`config.mk`:
```
export PLATFORM = sky130hd
export DESIGN_NAME = gf180mcu_fd_sc_mcu7t5v0__nor3_chk_top
export DESIGN_NICKNAME = d
export VERILOG_FILES = /design/src/rtl/gf180mcu_fd_sc_mcu7t5v0__nor3_chk_pkg.sv /design/src/rtl/gf180mcu_fd_sc_mcu7t5v0__nor3_1.sv /design/src/rtl/gf180mcu_fd_sc_mcu7t5v0__nor3_chk_top.sv /design/src/rtl/gf180mcu_fd_sc_mcu7t5v0__nor3_chk.sv
export SDC_FILE = /design/constraint.sdc
export NUM_CORES = 1
export LEC_CHECK = 0
export BUFFER_PORTS_ARGS = -buffer_cell sky130_fd_sc_hd__buf_2
export CORE_ASPECT_RATIO = 0.8
export CORE_MARGIN = 8
export CORE_UTILIZATION = 32
export DETAILED_ROUTE_END_ITERATION = 8
export PLACE_DENSITY_LB_ADDON = 0.15
export SYNTH_ARGS = -nofsm -noshare
export SYNTH_HDL_FRONTEND = slang
export SYNTH_SLANG_ARGS = --single-unit
```
`constraint.sdc`:
```
create_clock -name clk -period 1.8 [get_ports clk]
set_input_delay 0.18 -clock clk [delete_from_list [all_inputs] [get_ports clk]]
set_output_delay 0.18 -clock clk [all_outputs]
set_load 0.05 [all_outputs]
```
`src/rtl/gf180mcu_fd_sc_mcu7t5v0__nor3_chk_pkg.sv`:
```
// rtl/gf180mcu_fd_sc_mcu7t5v0__nor3_chk_pkg.sv - shared types and truth table for the nor3 cell checker
package gf180mcu_fd_sc_mcu7t5v0__nor3_chk_pkg;

   typedef enum logic [2:0] {
      ST_IDLE,
      ST_DRIVE,
      ST_SETTLE,
      ST_SAMPLE,
      ST_FIN
   } state_t;

   localparam int NUM_PATTERNS = 8;

   // Pattern bit 0 drives A1, bit 1 A2, bit 2 A3; NOR is high only when all are low.
   function automatic logic expected_zn(input logic [2:0] pattern);
      return (pattern == 3'd0);
   endfunction

endpackage

```
`src/rtl/gf180mcu_fd_sc_mcu7t5v0__nor3_1.sv`:
```
// rtl/gf180mcu_fd_sc_mcu7t5v0__nor3_1.sv - behavioural view of the 3-input NOR library cell
module gf180mcu_fd_sc_mcu7t5v0__nor3_1 (
   input  logic A1,
   input  logic A2,
   input  logic A3,
   output logic ZN
);

   assign ZN = ~(A1 | A2 | A3);

endmodule

```
`src/rtl/gf180mcu_fd_sc_mcu7t5v0__nor3_chk_top.sv`:
```
// rtl/gf180mcu_fd_sc_mcu7t5v0__nor3_chk_top.sv - checker wired to a nor3_1 cell instance
module gf180mcu_fd_sc_mcu7t5v0__nor3_chk_top #(
   parameter int SETTLE_CYCLES = 2,
   parameter int LOOPS         = 1,
   parameter int ERR_W         = 8
) (
   input  logic             clk,
   input  logic             rst,
   input  logic             start,
   output logic             busy,
   output logic             done,
   output logic             pass,
   output logic             a1,
   output logic             a2,
   output logic             a3,
   output logic [ERR_W-1:0] err_cnt,
   output logic [7:0]       fail_vec
);

   logic zn;

   gf180mcu_fd_sc_mcu7t5v0__nor3_chk #(
      .SETTLE_CYCLES (SETTLE_CYCLES),
      .LOOPS         (LOOPS),
      .ERR_W         (ERR_W)
   ) u_chk (
      .clk      (clk),
      .rst      (rst),
      .start    (start),
      .busy     (busy),
      .done     (done),
      .pass     (pass),
      .a1       (a1),
      .a2       (a2),
      .a3       (a3),
      .zn       (zn),
      .err_cnt  (err_cnt),
      .fail_vec (fail_vec)
   );

   gf180mcu_fd_sc_mcu7t5v0__nor3_1 u_cell (
      .A1 (a1),
      .A2 (a2),
      .A3 (a3),
      .ZN (zn)
   );

endmodule

```
`src/rtl/gf180mcu_fd_sc_mcu7t5v0__nor3_chk.sv`:
```
// rtl/gf180mcu_fd_sc_mcu7t5v0__nor3_chk.sv - exerciser/checker stepping a nor3 cell through its truth table
module gf180mcu_fd_sc_mcu7t5v0__nor3_chk
   import gf180mcu_fd_sc_mcu7t5v0__nor3_chk_pkg::*;
#(
   parameter int SETTLE_CYCLES = 2,
   parameter int LOOPS         = 1,
   parameter int ERR_W         = 8
) (
   input  logic             clk,
   input  logic             rst,
   input  logic             start,
   output logic             busy,
   output logic             done,
   output logic             pass,
   output logic             a1,
   output logic             a2,
   output logic             a3,
   input  logic             zn,
   output logic [ERR_W-1:0] err_cnt,
   output logic [7:0]       fail_vec
);

   localparam logic [7:0]       SETTLE_INIT = 8'(SETTLE_CYCLES);
   localparam logic [15:0]      LAST_LOOP   = 16'(LOOPS - 1);
   localparam logic [ERR_W-1:0] ERR_MAX     = {ERR_W{1'b1}};

   state_t      state;
   state_t      state_nxt;
   logic [7:0]  settle_cnt;
   logic [2:0]  pattern;
   logic [15:0] loop_cnt;
   logic [2:0]  drive;
   logic        last_pattern;
   logic        mismatch;

   assign {a3, a2, a1} = drive;
   assign busy         = (state != ST_IDLE);
   assign last_pattern = (pattern == 3'(NUM_PATTERNS - 1)) && (loop_cnt == LAST_LOOP);
   // Case equality so an X or Z on the cell output is scored as a failure.
   assign mismatch     = !(zn === expected_zn(pattern));

   always_comb begin
      state_nxt = state;
      case (state)
         ST_IDLE:   if (start) state_nxt = ST_DRIVE;
         ST_DRIVE:  state_nxt = (SETTLE_CYCLES == 0) ? ST_SAMPLE : ST_SETTLE;
         ST_SETTLE: if (settle_cnt <= 8'd1) state_nxt = ST_SAMPLE;
         ST_SAMPLE: state_nxt = last_pattern ? ST_FIN : ST_DRIVE;
         ST_FIN:    state_nxt = ST_IDLE;
         default:   state_nxt = ST_IDLE;
      endcase
   end

   always_ff @(posedge clk) begin
      if (rst) begin
         state      <= ST_IDLE;
         settle_cnt <= 8'd0;
         pattern    <= 3'd0;
         loop_cnt   <= 16'd0;
         drive      <= 3'd0;
         done       <= 1'b0;
         pass       <= 1'b0;
         err_cnt    <= '0;
         fail_vec   <= 8'h00;
      end else begin
         state <= state_nxt;
         // Registered so DONE rises on the same edge that takes the FSM back to IDLE.
         done  <= (state == ST_FIN);
         case (state)
            ST_IDLE: begin
               if (start) begin
                  err_cnt  <= '0;
                  fail_vec <= 8'h00;
                  pass     <= 1'b0;
                  pattern  <= 3'd0;
                  loop_cnt <= 16'd0;
               end
            end
            ST_DRIVE: begin
               drive      <= pattern;
               settle_cnt <= SETTLE_INIT;
            end
            ST_SETTLE: begin
               settle_cnt <= settle_cnt - 8'd1;
            end
            ST_SAMPLE: begin
               if (mismatch) begin
                  if (err_cnt != ERR_MAX) err_cnt <= err_cnt + ERR_W'(1);
                  fail_vec[pattern] <= 1'b1;
               end
               if (!last_pattern) begin
                  pattern <= pattern + 3'd1;
                  if (pattern == 3'(NUM_PATTERNS - 1)) loop_cnt <= loop_cnt + 16'd1;
               end
            end
            ST_FIN: begin
               drive <= 3'd0;
               pass  <= (err_cnt == '0);
            end
            default: ;
         endcase
      end
   end

endmodule

```
==> qor.csv <==
metric,value,unit
cts.sinks,51,
synth.avg_cell_area,8.42,um2
hp-class,in -> reg,
crit_chain,ha_4 > ha_4 > nor4b_4 > nand4_1 > o21a_4 > a211o_1 > o31ai_1,
gp_congestion,0.739,
core,7870,um2
path_clk_slew,0.10,ns
crit_fanout,8,
worstSetupPathType,reg -> reg,
setup_violations,0,
synth_top_cell_by_area,dfxtp_1,
hold_viol,0,
nNetsFinal,371,
synth_fp_nets,319,
crit_buf_inv,0,
ys_top_cells_by_area,"dfxtp_1 39%, nor2_1 4.9%, nand3_1 4.5%",
crit_family,compound AO/OA/AOI/OAI gates,
report.final.slew_viol_count,0,
netlist_top_cells_count,"51 x dfxtp_1, 34 x nor2_1, 26 x nand2_1",
cts_made_buffers,5,
io_pins,25,
p_per_area,984,nW/um2
dp_cells,456,
drv_cap,0,
clk_latency,0.31,ns
start_kind,flip-flop,
drt_drc_violations_left,0,
routed_via_density,5.03,
syn_area,2590,um2
p_leak,0.00125,uW
slowest_stage,dfxtp_4,
seq_area_frac_synth,0.395,
wl_per_cell,13.6,um
synth_cell_types,52,
synth_ff_type,dfxtp_1,
htree_levels,2,
yosysWarnings,0,
synth-edff-count,0,
relSlewSlack,0.631,
yosys_register_bits,51,
crit_path_frequent_cell,ha_4,
yosysTopAreaCellShare,0.395,
grt.total_usage,0.114,
fmax,0.577,GHz
die_x,117,um
async_flop_share,0,
die_area,11200,um2
worst-endpoint-arrival,1.95,ns
die_h,96.4,um
ant_nets,0,
worstPathRequired,2.02,ns
num_vias,2355,
status,"complete, no violations",
hpwl,4.61,mm
syn_to_final_growth,26.0,%
start_util,0.328,
ir_drop,0.522,mV
max_stage_delay,0.38,ns
grt_max_degree,18,
end_kind,flip-flop,
synthCells,307,
rsz0062_at_grt,yes,
row_count,29,
io_buffer_count,24,
drtPass1Iterations,5,
yosysMostFrequentCell,dfxtp_1,
clock-skew-final,0.0118,ns
overflow,0,
num_antenna_cells,0,
cts_tree,built,
grt_pass1_vias,2055,
timing.setup.tns,0,ns
min_period,1.73,ns
fin_crit_sh,0.964,
wirelength,6.37,mm
antenna_found_initial,0,
drive_above_1_share,0.267,
clockBufferDepth,2,
root_buffer,clkbuf_8,
worst_slew_pin_slew,0.554,ns
fin_cells,468,
grt_pass1_wl,10.3,mm
dr.first_iter.drc_count,132,
[power by group]
group | switching [uW] | internal, uW
clock | 410 | 415
sequential | 76.7 | 1220
combinational | 607 | 481
total | 1090 | 2110
[cell usage in the layout, fill, tap and decap left out, types with 3 or more instances in the layout]
cell and count:
dfxtp_2 5, xnor2_1 6, nor3b_1 4, buf_2 25, dfxtp_1 44, nor4b_1 3, nand3b_1 3, clkbuf_8 5
and4_1 4, nor2_1 33, nand3_1 21, inv_1 13, nor3_1 8, nor2b_1 6, a21oi_1 21, or4_1 4
o211ai_1 3, buf_4 33, o31ai_1 7, xor2_1 7, a21o_1 5, nand4_1 9, o22ai_1 5, nor4_1 5
nand2_1 26, ha_1 7, a32o_1 4
[sequential cells by signal, summed over array words and instances (netlist names)]
| signal | cells |
|---|---|
| u_chk.pass | 1 |
| u_chk.fail_vec | 8 |
| u_chk.pattern | 3 |
| u_chk.drive | 3 |
| u_chk.state | 3 |
| u_chk.err_cnt | 8 |
| u_chk.settle_cnt | 8 |
| u_chk.done | 1 |
| u_chk.loop_cnt | 16 |
[per-layer routing]
layer	GRT usage	vias to the layer above	part of all wire
met5	0	-	0
met4	0.0226	0	0.0066
met3	0.0273	6	0.061
met2	0.169	46	0.40
met1	0.165	1097	0.53
li1	-	1206	-
[cells by family after synthesis]
group,synth area share
fa+ha+maj,0.0435
mux,0.0126
xor+xnor,0.0503
simple gates,0.303
flops,0.395
buf+inv,0.0503
compound gates,0.146
[cell type report]
| cell class | instances | area [um2] |
|---|---|---|
| fill | 836 | 4620 |
| multi-input combinational | 228 | 1540 |
| inverter | 14 | 52.6 |
| sequential | 51 | 1030 |
| clock inverter | 3 | 43.8 |
| clock buffer | 5 | 68.8 |
| timing repair buffer | 59 | 384 |
| tap | 108 | 135 |
[path summary, 6_finish.rpt]
check,from,depth (start not counted),end,slack [ns]
worst max-delay path,u_chk.pattern[1],7,u_chk.loop_cnt[10],0.07
worst min register to register,u_chk.fail_vec[5],2,u_chk.fail_vec[5],0.46
worst max register to register,u_chk.pattern[1],7,u_chk.loop_cnt[10],0.07
worst min-delay path,rst,2,u_chk.err_cnt[5],0.17
[what timing repair did]
action,in CTS,in global routing
hold endpoints to repair,0,0
gates resized for setup,5,13
endpoints found under the setup margin,9,24
buffers inserted,1,1
gates cloned,0,2
hold buffers,0,0
pin swaps,0,10
[per-stage QoR]
stage,instance area (um2),util,total power (uW),setup slack (ns),hold WS [ns]
final,3260,0.414,3210,0.0654,0.173
after global routing,3260,0.414,3430,-0.0425,0.179
after CTS,3170,0.403,3200,0.00248,0.159
after detailed placement,3030,0.384,2350,-0.0499,0.437
after global placement,3030,0.384,2360,-0.000495,0.433
after floorplan,2610,-,2040,-0.0476,0.363
Power figures use the tool's default switching activity.
